--- src/rtl/choice_capture.sv ---
// Round controller: countdown, draw window, first-press capture per player, foul flags.
// Define CHOICE_SYNC_EN to insert two-flop synchronizers on the button inputs.
module choice_capture #(
    parameter int unsigned COUNT_CYCLES  = 8,
    parameter int unsigned WINDOW_CYCLES = 16
) (
    input  logic       clk,
    input  logic       rst_n,
    input  logic       start,
    input  logic [3:0] p1_btn,
    input  logic [3:0] p2_btn,
    output logic [3:0] p1_choice,
    output logic [3:0] p2_choice,
    output logic       choice_valid,
    output logic       p1_foul,
    output logic       p2_foul,
    output logic       busy
);

    localparam int unsigned BTN_W      = 4;
    localparam int unsigned MAX_CYCLES = (COUNT_CYCLES > WINDOW_CYCLES) ? COUNT_CYCLES : WINDOW_CYCLES;
    localparam int unsigned CNT_W      = $clog2(MAX_CYCLES + 1);

    typedef enum logic [1:0] {
        S_IDLE,
        S_COUNTDOWN,
        S_DRAW,
        S_RESULT
    } state_e;

    state_e             state_q, state_d;
    logic [CNT_W-1:0]   cnt_q, cnt_d;
    logic [BTN_W-1:0]   p1_prev_q, p2_prev_q;
    logic [BTN_W-1:0]   p1_lock_q, p1_lock_d, p2_lock_q, p2_lock_d;
    logic [BTN_W-1:0]   p1_choice_q, p1_choice_d, p2_choice_q, p2_choice_d;
    logic               p1_foul_q, p1_foul_d, p2_foul_q, p2_foul_d;
    logic               valid_q, valid_d;
    logic               busy_q, busy_d;
    logic [BTN_W-1:0]   p1_btn_s, p2_btn_s;
    logic [BTN_W-1:0]   p1_new, p2_new;
    logic               both_done;

`ifdef CHOICE_SYNC_EN
    logic [BTN_W-1:0] p1_meta_q, p1_sync_q, p2_meta_q, p2_sync_q;

    // Two-flop synchronizers for asynchronous board buttons
    always_ff @(posedge clk or negedge rst_n) begin
        if (!rst_n) begin
            p1_meta_q <= '0;
            p1_sync_q <= '0;
            p2_meta_q <= '0;
            p2_sync_q <= '0;
        end else begin
            p1_meta_q <= p1_btn;
            p1_sync_q <= p1_meta_q;
            p2_meta_q <= p2_btn;
            p2_sync_q <= p2_meta_q;
        end
    end

    assign p1_btn_s = p1_sync_q;
    assign p2_btn_s = p2_sync_q;
`else
    assign p1_btn_s = p1_btn;
    assign p2_btn_s = p2_btn;
`endif

    // Rising-edge press events; a button held across a state change never fires
    assign p1_new = p1_btn_s & ~p1_prev_q;
    assign p2_new = p2_btn_s & ~p2_prev_q;

    function automatic logic [BTN_W-1:0] lowest_bit(input logic [BTN_W-1:0] v);
        return v & (~v + BTN_W'(1));
    endfunction

    always_comb begin
        state_d     = state_q;
        cnt_d       = cnt_q;
        p1_lock_d   = p1_lock_q;
        p2_lock_d   = p2_lock_q;
        p1_foul_d   = p1_foul_q;
        p2_foul_d   = p2_foul_q;
        p1_choice_d = p1_choice_q;
        p2_choice_d = p2_choice_q;
        valid_d     = 1'b0;
        both_done   = 1'b0;

        unique case (state_q)
            S_IDLE: begin
                if (start) begin
                    state_d     = S_COUNTDOWN;
                    cnt_d       = CNT_W'(COUNT_CYCLES - 1);
                    p1_lock_d   = '0;
                    p2_lock_d   = '0;
                    p1_foul_d   = 1'b0;
                    p2_foul_d   = 1'b0;
                    p1_choice_d = '0;
                    p2_choice_d = '0;
                end
            end
            S_COUNTDOWN: begin
                if (|p1_new) p1_foul_d = 1'b1;
                if (|p2_new) p2_foul_d = 1'b1;
                if (cnt_q == '0) begin
                    state_d = S_DRAW;
                    cnt_d   = CNT_W'(WINDOW_CYCLES - 1);
                end else begin
                    cnt_d = cnt_q - CNT_W'(1);
                end
            end
            S_DRAW: begin
                if (!p1_foul_q && (p1_lock_q == '0) && (|p1_new)) p1_lock_d = lowest_bit(p1_new);
                if (!p2_foul_q && (p2_lock_q == '0) && (|p2_new)) p2_lock_d = lowest_bit(p2_new);
                // Same-cycle locks count toward the early exit
                both_done = (p1_foul_q || (|p1_lock_d)) && (p2_foul_q || (|p2_lock_d));
                if (both_done || (cnt_q == '0)) begin
                    state_d     = S_RESULT;
                    p1_choice_d = p1_foul_q ? '0 : p1_lock_d;
                    p2_choice_d = p2_foul_q ? '0 : p2_lock_d;
                    valid_d     = 1'b1;
                end else begin
                    cnt_d = cnt_q - CNT_W'(1);
                end
            end
            S_RESULT: begin
                state_d = S_IDLE;
            end
            default: begin
                state_d = S_IDLE;
            end
        endcase

        busy_d = (state_d != S_IDLE);
    end

    always_ff @(posedge clk or negedge rst_n) begin
        if (!rst_n) begin
            state_q     <= S_IDLE;
            cnt_q       <= '0;
            p1_prev_q   <= '0;
            p2_prev_q   <= '0;
            p1_lock_q   <= '0;
            p2_lock_q   <= '0;
            p1_foul_q   <= 1'b0;
            p2_foul_q   <= 1'b0;
            p1_choice_q <= '0;
            p2_choice_q <= '0;
            valid_q     <= 1'b0;
            busy_q      <= 1'b0;
        end else begin
            state_q     <= state_d;
            cnt_q       <= cnt_d;
            p1_prev_q   <= p1_btn_s;
            p2_prev_q   <= p2_btn_s;
            p1_lock_q   <= p1_lock_d;
            p2_lock_q   <= p2_lock_d;
            p1_foul_q   <= p1_foul_d;
            p2_foul_q   <= p2_foul_d;
            p1_choice_q <= p1_choice_d;
            p2_choice_q <= p2_choice_d;
            valid_q     <= valid_d;
            busy_q      <= busy_d;
        end
    end

    assign p1_choice    = p1_choice_q;
    assign p2_choice    = p2_choice_q;
    assign choice_valid = valid_q;
    assign p1_foul      = p1_foul_q;
    assign p2_foul      = p2_foul_q;
    assign busy         = busy_q;

endmodule

--- config.mk ---
export PLATFORM = sky130hd
export DESIGN_NAME = choice_capture
export DESIGN_NICKNAME = d
export VERILOG_FILES = /design/src/rtl/choice_capture.sv
export SDC_FILE = /design/constraint.sdc
export NUM_CORES = 1
export LEC_CHECK = 0
export CORE_MARGIN = 4
export CORE_UTILIZATION = 40
export DETAILED_ROUTE_END_ITERATION = 10
export PLACE_DENSITY_LB_ADDON = 0.12
export SLEW_MARGIN = 25
export SYNTH_ARGS = -nofsm -noshare
export SYNTH_HDL_FRONTEND = slang
export SYNTH_SLANG_ARGS = --single-unit
--- constraint.sdc ---
create_clock -name clk -period 2.62 [get_ports clk]
set_input_delay 0.524 -clock clk [delete_from_list [all_inputs] [get_ports clk]]
set_output_delay 0.524 -clock clk [all_outputs]
set_load 0.01 [all_outputs]
==> flow_summary.json, run 1 <==
{
  "status": "finished, final reports clean",
  "cts_htree_levels": 2,
  "core_area_mm2": 0.00444,
  "grt.overflow.total": 0,
  "cts.sinks": 35,
  "drc": 0,
  "rows": 24,
  "synth_area_mm2": 0.00188,
  "slew-limit-headroom": 0.641,
  "die_area_mm2": 0.00585,
  "critPathArrivalTime_ns": 2.33,
  "antenna_found_initial": 0,
  "post_cts_buffers": 0,
  "wl_per_cell_um": 16.5,
  "slew_viol_final": 0,
  "fin_setup_tns_ns": 0,
  "hold_viol": 0,
  "start_util": 0.422,
  "pre_cts_slack_ns": 0.198,
  "grt_max_degree": 36,
  "finalSetupViolCount": 0,
  "place_hpwl_um": 3040,
  "synth_area_leaders": "dfrtp_1 47%, a21oi_1 4.8%, nor2_1 4.2%",
  "drt-total-wl_um": 4280,
  "track_usage": 0.154,
  "postCtsResizedCells": 0,
  "ys_seq_elements": 35,
  "layout_min_cycle_time_ns": 2.16,
  "ys_async_sr_fraction": 1.00,
  "firstDrtPassIters": 4,
  "whs_ns": 0.500,
  "yosysSeqAreaShare": 0.467,
  "p_per_area_mw_per_mm2": 985,
  "clkSlewWorstSetupHoldPaths_ns": 0.07,
  "required_ns": 2.79,
  "p_leak_nw": 0.960,
  "first_iter_violations": 153,
  "synth_ff_type": "dfrtp_1",
  "io_buffers": 22,
  "placed_cells": 251,
  "r2r_slack_ns": 0.54,
  "yosysWarningCount": 0,
  "grt_pass1_vias": 1476,
  "n_antenna_cell": 0,
  "die_w_um": 76.5,
  "hold_class": "register to register",
  "timing.critical_path.to_type": "register",
  "via_per_inst": 5.66,
  "worst_pin_slew_ns": 0.536,
  "path_max_fanout": 8,
  "yosysTopAreaCellShare": 0.467,
  "yosysTopAreaCell": "dfrtp_1",
  "ys_types": 52,
  "fmax_mhz": 463,
  "final_antenna_net_count": 0,
  "synth_edf_count": 0,
  "cts.path.max_buffers": 2,
  "path_class": "input port to register",
  "final_nets": 223,
  "gp_congestion": 0.792,
  "syn2layout_area_growth_pct": 22.1,
  "clock_skew_ns": 0.00455,
  "fin_crit_sh": 0.824,
  "ir_worst_vdd_mv": 0.463,
  "cap_violations": 0,
  "netlist_instances": 179,
  "cts_hold_buf": 0,
  "drive_gt1_frac": 0.145,
  "setup.worst_path.start_class": "input port",
  "finalNonFillerCells": 259,
  "die_h_um": 76.5,
  "dr_total_vias": 1466,
  "cts_tree": "built",
  "timing.final.ws_setup_ns": 0.462,
  "cts_made_buffers": 5,
  "cts-root-buf": "clkbuf_8",
  "clock_latency_ns": 0.29,
  "grt_pass1_wl_um": 7270,
  "syn_area_per_cell_um2": 10.5,
  "syn_nets": 196,
  "io_pins": 23,
  "rsz0062_at_grt": "no"
}
-- synth_stat cells, drive strengths merged, types with 2 or more instances --
cell type and n:
a21o 2, a21oi 18, o22ai 2, o21a 3, a22oi 2, ha 6
inv 8, a31o 3, nor4b 2, o2bb2ai 4, a31oi 3, dfrtp 35
nor3 7, and2b 3, mux2i 2, nand2 8, o21ai 3, nor4 3
a32o 3, a32oi 2, nand2b 5, and2 3, nor2 21, nor2b 9
clkbuf 4
-- worst paths after layout --
path                                       endpoint                      from  cells past startpoint
hold reg to reg            p1_choice[2]$_DFFE_PN0P_  p1_choice[2]$_DFFE_PN0P_                      1
setup reg to reg               cnt_q[1]$_DFFE_PN0P_      cnt_q[0]$_DFFE_PN0P_                      6
hold / removal             p1_choice[2]$_DFFE_PN0P_  p1_choice[2]$_DFFE_PN0P_                      1
max in group asynchronous  p2_choice[0]$_DFFE_PN0P_                     rst_n                      2
min in group asynchronous  p2_lock_q[0]$_DFFE_PN0P_                     rst_n                      2
setup / recovery               cnt_q[1]$_DFFE_PN0P_                 p2_btn[1]                      6
-- stage by stage --
| step | cell area [um2] | total power, mW | util |
|---|---|---|---|
| floorplan | 1880 | 1.40 | - |
| global placement | 2160 | 1.65 | 0.485 |
| detailed placement | 2160 | 1.67 | 0.485 |
| CTS | 2290 | 2.27 | 0.515 |
| global route | 2290 | 2.40 | 0.515 |
| finish | 2290 | 2.26 | 0.515 |
-- critical path: stages --
cell             delay, ns
clkdlybuf4s50_1       0.47
nor2b_1               0.31
nor4_4                0.10
a32o_4                0.32
a31oi_4               0.27
mux2_4                0.33
-- layer usage --
metal | part of all wire | routed length, um | up-vias | track usage
li1 | - | - | 705 | -
met1 | 0.50 | 2160 | 721 | 0.215
met2 | 0.44 | 1900 | 34 | 0.226
met3 | 0.041 | 177 | 6 | 0.0473
met4 | 0.012 | 51 | 0 | 0.0525
met5 | 0 | 0 | - | 0
-- state kept, by name, summed over array words and instances (netlist names) --
name,count
cnt_q,5
p1_choice,4
p2_choice,4
p1_prev_q,4
busy,1
state_q,2
choice_valid,1
p2_foul,1
p2_lock_q,4
p1_foul,1
p1_lock_q,4
p2_prev_q,4
-- where the power goes --
| part | leakage (nW) | switching (mW) | internal (mW) |
|---|---|---|---|
| clock | 0.0654 | 0.195 | 0.380 |
| combinational | 0.442 | 0.539 | 0.427 |
| sequential | 0.452 | 0.0902 | 0.624 |
| total | 0.960 | 0.824 | 1.43 |
-- cell usage in the layout, fill, tap and decap left out, types with 2 or more instances in the layout --
cell / n
nor4_4: 2
nor2_1: 21
bufinv_16: 2
nand2_1: 8
o21a_1: 3
a31o_2: 3
nand2b_1: 4
a32o_1: 2
mux2i_1: 2
and2b_2: 2
buf_4: 3
a22oi_1: 2
clkbuf_8: 5
nor2b_1: 8
o22ai_1: 2
ha_1: 6
nor3_1: 6
o2bb2ai_1: 4
a21oi_1: 18
inv_1: 8
o21ai_0: 3
a32oi_1: 2
dfrtp_1: 35
and2_1: 3
clkdlybuf4s50_1: 22
a31oi_1: 2
-- area by class of cell --
type                    instances  area (um2)
flip-flops and latches         35         876
clock buffers                   6        72.6
well taps                      52        65.1
multi-input cells             131         943
fillers                       418        2150
repair buffers                 25         243
inverters                       8        30.0
clock inverters                 2        60.1
-- kinds of logic (layout without fill, tap and decap cells) --
group / count (synthesis) / in the layout / share of synthesized area
buffers and inverters: 13 / 41 / 0.0300
XOR/XNOR: 1 / 1 / 0.00467
AO/OA/AOI/OAI: 54 / 54 / 0.215
flip-flops: 35 / 35 / 0.467
adder cells (fa/ha/maj): 6 / 6 / 0.0400
AND/OR/NAND/NOR: 67 / 67 / 0.225
multiplexers: 3 / 3 / 0.0187
(Power assumes the default switching activity.)
==> run 2: changes to the inputs <==
Clock period 2.62 ns to 2.2 ns, I/O delays scaled along.
==> run 2 against run 1 <==
  * Critical path depth unchanged
  * Clock power down 12%
  * Cell count up 3.9%
  * Wire length up 1.1%
  * Hold slack better by 0.010 ns
  * Global-route usage up 0.22 points
  * Total power up 13%
  * Die area unchanged
  * First-iteration DRC count down 19%
  * Sequential share of layout area down 0.78 points
  * Critical endpoint is now busy$_DFF_PN0_
  * Highest routed layer unchanged
==> flow_summary.json, run 2 (same netlist as run 1, synthesis figures left out) <==
{
  "track_usage": 0.156,
  "num-fill-cells": 410,
  "finalNonFillerCells": 269,
  "clock_latency_ns": 0.28,
  "rsz0062_at_grt": "no",
  "cts-root-buf": "clkbuf_8",
  "critPathBufInv": 1,
  "post_cts_buffers": 0,
  "n_antenna_cell": 0,
  "pre_cts_slack_ns": -0.0420,
  "start_util": 0.422,
  "layout_min_cycle_time_ns": 2.00,
  "slew-limit-headroom": 0.644,
  "final_cell_mix": "35 x dfrtp_1, 22 x clkdlybuf4s50_1, 21 x nor2_1",
  "hold_class": "register to register",
  "cts_made_buffers": 5,
  "critical_path.cell_chain": "inv_1, ha_1, nor4b_4, o21bai_1, a221oi_1, a21o_1",
  "final_antenna_net_count": 0,
  "ir_worst_vdd_mv": 0.577,
  "timing.critical_path.to_type": "register",
  "path_max_fanout": 8,
  "cts.path.max_buffers": 2,
  "firstDrtPassIters": 4,
  "syn2layout_area_growth_pct": 24.6,
  "rows": 24,
  "grt_pass1_vias": 1527,
  "first_iter_violations": 124,
  "status": "finished, final reports clean",
  "worst_pin_slew_ns": 0.532,
  "final_nets": 233,
  "io_buffers": 22,
  "antenna_found_initial": 0,
  "dr_total_vias": 1504,
  "regMostFlops": "cnt_q",
  "die_w_um": 76.5,
  "largest_reg_flops": 5,
  "fmax_mhz": 500,
  "die_h_um": 76.5,
  "cpMaxStageDelayCell": "nor4b_4",
  "drive_gt1_frac": 0.189,
  "core_area_mm2": 0.00444,
  "path_class": "register to register",
  "final_common_cell": "dfrtp_1",
  "critPathArrivalTime_ns": 2.22,
  "via_per_inst": 5.59,
  "finalSetupViolCount": 0,
  "grt_pass1_wl_um": 7330,
  "crit_family": "compound AO/OA/AOI/OAI gates",
  "slew_viol_final": 0,
  "place_hpwl_um": 3170,
  "placed_cells": 261,
  "wl_per_cell_um": 16.1,
  "clkSlewWorstSetupHoldPaths_ns": 0.07,
  "cts.sinks": 35,
  "hold_viol": 0,
  "cts_tree": "built",
  "max_stage_delay_ns": 0.51,
  "fin_crit_sh": 0.910,
  "die_area_mm2": 0.00585,
  "clock_skew_ns": 0.00405,
  "timing.final.ws_setup_ns": 0.198,
  "io_pins": 23,
  "cts_htree_levels": 2,
  "drt-total-wl_um": 4330,
  "cap_violations": 0,
  "grt_max_degree": 36,
  "grt.overflow.total": 0,
  "p_leak_nw": 0.999,
  "p_per_area_mw_per_mm2": 1090,
  "required_ns": 2.42,
  "drc": 0,
  "setup.worst_path.start_class": "register",
  "gp_congestion": 0.852
}
==> run 2: layout make-up <==
class	count	area (um2)	share of cell area
multi-input cells	131	948	0.406
clock buffers	8	100	0.0428
well taps	52	65.1	0.0278
repair buffers	35	318	0.136
flip-flops and latches	35	876	0.375
inverters	8	30.0	0.0128
==> run 2: path summary, 6_finish.rpt <==
| kind | from | end | slack, ns | depth (start not counted) |
|---|---|---|---|---|
| setup / recovery | cnt_q[0]$_DFFE_PN0P_ | busy$_DFF_PN0_ | 0.20 | 6 |
| hold / removal | p1_choice[2]$_DFFE_PN0P_ | p1_choice[2]$_DFFE_PN0P_ | 0.51 | 1 |
| setup reg to reg | cnt_q[0]$_DFFE_PN0P_ | busy$_DFF_PN0_ | 0.20 | 6 |
| hold reg to reg | p1_choice[2]$_DFFE_PN0P_ | p1_choice[2]$_DFFE_PN0P_ | 0.51 | 1 |
| max in group asynchronous | rst_n | state_q[1]$_DFF_PN0_ | 1.31 | 2 |
| min in group asynchronous | rst_n | cnt_q[0]$_DFFE_PN0P_ | 0.56 | 2 |
==> run 2: what timing repair did <==
action                     CTS  global route
hold buffers                 0             0
gates resized for setup      0             1
setup endpoints to repair    0             1
==> run 2: worst reg2reg max path, delay by kind of cell (launching register included) <==
kind / cells / cell delay [ns]
compound gates: 3 / 0.64
simple gates: 1 / 0.51
flops: 1 / 0.39
fa+ha+maj: 1 / 0.29
buf+inv: 1 / 0.13
==> run 2: per-layer routing <==
metal  vias up  share of wire  GRT usage
li1        730              -          -
met1       721           0.49      0.221
met2        46           0.45      0.226
met4         0          0.013     0.0580
met3         7          0.053     0.0437
met5         -              0          0
==> run 2: through the flow <==
| step | total power [mW] | setup TNS, ns | hold WS, ns | instance area [um2] | utilization |
|---|---|---|---|---|---|
| 2_1_floorplan | 1.67 | 0 | 0.144 | 1880 | - |
| 3_3_place_gp | 2.00 | 0 | 0.497 | 2230 | 0.502 |
| 3_5_place_dp | 2.03 | -0.157 | 0.482 | 2230 | 0.502 |
| 4_1_cts | 2.54 | 0 | 0.512 | 2330 | 0.525 |
| 5_1_grt | 2.72 | 0 | 0.525 | 2340 | 0.526 |
| 6_report | 2.54 | 0 | 0.510 | 2340 | 0.526 |
==> run 2: report_power, final <==
group | leakage (nW) | switching [mW] | total (mW) | internal [mW]
Combinational | 0.496 | 0.644 | 1.19 | 0.543
Sequential | 0.452 | 0.103 | 0.847 | 0.743
Clock | 0.0515 | 0.222 | 0.507 | 0.286
==> run 3: changes to the inputs <==
Settings changed: SETUP_SLACK_MARGIN from default to 0.5.
==> run 3 against run 2 <==
  * Core utilization is 10 points higher
  * Flip-flop and latch count did not move
  * Total power increased by 28%
  * Combinational power up 42%
  * Clock power rose by 38%
  * Non-clock buffer count up 25
  * Sequential share of layout area fell by 5.9 points
  * First-iteration DRC count is 30% lower
  * Highest routed layer unchanged
==> flow_summary.json, run 3 (same netlist as run 1, synthesis figures left out) <==
{
  "layout.area.seq_um2": 881,
  "setup.worst_path.start_class": "register",
  "fin_setup_tns_ns": 0,
  "r2r_slack_ns": 0.44,
  "layout_min_cycle_time_ns": 1.76,
  "path_max_fanout": 7,
  "regMostFlops": "cnt_q",
  "drive_gt1_frac": 0.405,
  "r2r_cells": 5,
  "cts_tree": "built",
  "whs_ns": 0.392,
  "antenna_found_initial": 0,
  "cts.sinks": 35,
  "final_nets": 258,
  "required_ns": 2.38,
  "cp-endpoint": "cnt_q[1]$_DFFE_PN0P_",
  "p_per_area_mw_per_mm2": 1160,
  "core_area_mm2": 0.00444,
  "slew-limit-headroom": 0.703,
  "grt_max_degree": 36,
  "rows": 24,
  "final_antenna_net_count": 0,
  "drc": 0,
  "cts_htree_levels": 2,
  "n_antenna_cell": 0,
  "place_hpwl_um": 3180,
  "multi_input_area_mm2": 0.00116,
  "fin_crit_sh": 0.798,
  "r2r_start": "p2_lock_q[3]$_DFFE_PN0P_",
  "critPathArrivalTime_ns": 1.93,
  "path_class": "register to register",
  "cap_violations": 0,
  "grt_pass1_vias": 1643,
  "largest_reg_flops": 5,
  "gp_congestion": 0.860,
  "first_iter_violations": 87,
  "clock_skew_ns": 0.00699,
  "utilization": 0.629,
  "hold_class": "input port to register",
  "cts.path.max_buffers": 2,
  "timing.final.ws_setup_ns": 0.444,
  "final_cell_mix": "34 x buf_4, 31 x dfrtp_1, 20 x nor2_1",
  "start_util": 0.422,
  "worst_pin_slew_ns": 0.445,
  "fmax_mhz": 570,
  "syn2layout_area_growth_pct": 49.0,
  "via_per_inst": 5.54,
  "crit_start": "p2_lock_q[3]$_DFFE_PN0P_",
  "io_pins": 23,
  "slew_viol_final": 0,
  "rsz0062_at_grt": "yes",
  "clock_latency_ns": 0.29,
  "timing.critical_path.to_type": "register",
  "die_w_um": 76.5,
  "finalSetupViolCount": 0,
  "status": "finished, final reports clean",
  "cts-root-buf": "clkbuf_8",
  "drt-total-wl_um": 5100,
  "track_usage": 0.173,
  "die_h_um": 76.5,
  "dr_total_vias": 1630,
  "grt_pass1_wl_um": 8000,
  "ir_worst_vdd_mv": 0.645,
  "die_area_mm2": 0.00585,
  "io_buffers": 22,
  "cts_made_buffers": 5,
  "hold_viol": 0,
  "num-fill-cells": 358,
  "wl_per_cell_um": 17.3,
  "firstDrtPassIters": 4,
  "grt.overflow.total": 0,
  "clkSlewWorstSetupHoldPaths_ns": 0.08,
  "final_common_cell": "buf_4",
  "p_leak_nw": 1.27,
  "reg2reg_to": "cnt_q[1]$_DFFE_PN0P_",
  "pre_cts_slack_ns": -0.0759
}
run 3: cell count changes in the layout (fill, tap and decap cells not counted), moves of 6 or more:
| cell | delta |
|---|---|
| buf_4 | +21 |
| clkdlybuf4s50_1 | -12 |
| dlygate4sd2_1 | +9 |
| nor2b_1 | -6 |
| nor2b_4 | +7 |
run 3: cell type report:
| type | instances | share of cell area |
|---|---|---|
| Multi-Input combinational cell | 131 | 0.417 |
| Clock buffer | 5 | 0.0246 |
| Inverter | 8 | 0.0107 |
| Tap cell | 52 | 0.0233 |
| Timing Repair Buffer | 60 | 0.185 |
| Clock inverter | 3 | 0.0242 |
| Sequential cell | 35 | 0.315 |
run 3: per-layer routing:
metal  global-route usage  routed length [um]  up-vias
met5                    0                   0        -
met4               0.0562                  74        0
met3               0.0579                 209        6
met2                0.264                2460       38
met1                0.230                2360      810
li1                     -                   -      776
run 3: how the worst min path moves through the flow:
stage,from,endpoint,slack [ns],cells after the start
global placement,p1_choice[1]$_DFFE_PN0P_,p1_choice[1]$_DFFE_PN0P_,0.50,1
detailed placement,p1_choice[2]$_DFFE_PN0P_,p1_choice[2]$_DFFE_PN0P_,0.49,1
global route,p1_btn[1],p1_prev_q[1]$_DFF_PN0_,0.37,1
floorplan,rst_n,busy$_DFF_PN0_,0.14,0
finish,p1_btn[1],p1_prev_q[1]$_DFF_PN0_,0.39,1
CTS,p1_btn[1],p1_prev_q[1]$_DFF_PN0_,0.39,1
run 3: repair_timing:
| action | CTS | global route |
|---|---|---|
| setup endpoints to repair | 20 | 22 |
| hold buffers | 0 | 0 |
| cloned | 0 | 0 |
| gates resized for setup | 37 | 26 |
| endpoints found under the hold margin | 0 | 0 |
| pin swaps | 11 | 17 |
| setup buffers | 12 | 13 |
run 3: report_power, final:
part / internal, mW / switching (mW)
clock: 0.452 / 0.249
combinational: 0.866 / 0.828
sequential: 0.747 / 0.112
run 3: per-stage QoR:
stage	power [mW]	instances	instance area, um2
floorplan	1.69	179	1890
global placement	2.02	261	2240
detailed placement	2.06	261	2240
CTS	2.95	281	2580
global route	3.45	294	2790
finish	3.25	294	2790
run 3: worst max-delay path: stages, from the launching register on:
cell and delay [ns]:
dfrtp_1 0.45, nor4_4 0.30, and2b_4 0.24, a32o_4 0.23, a31oi_4 0.11, mux2_4 0.30
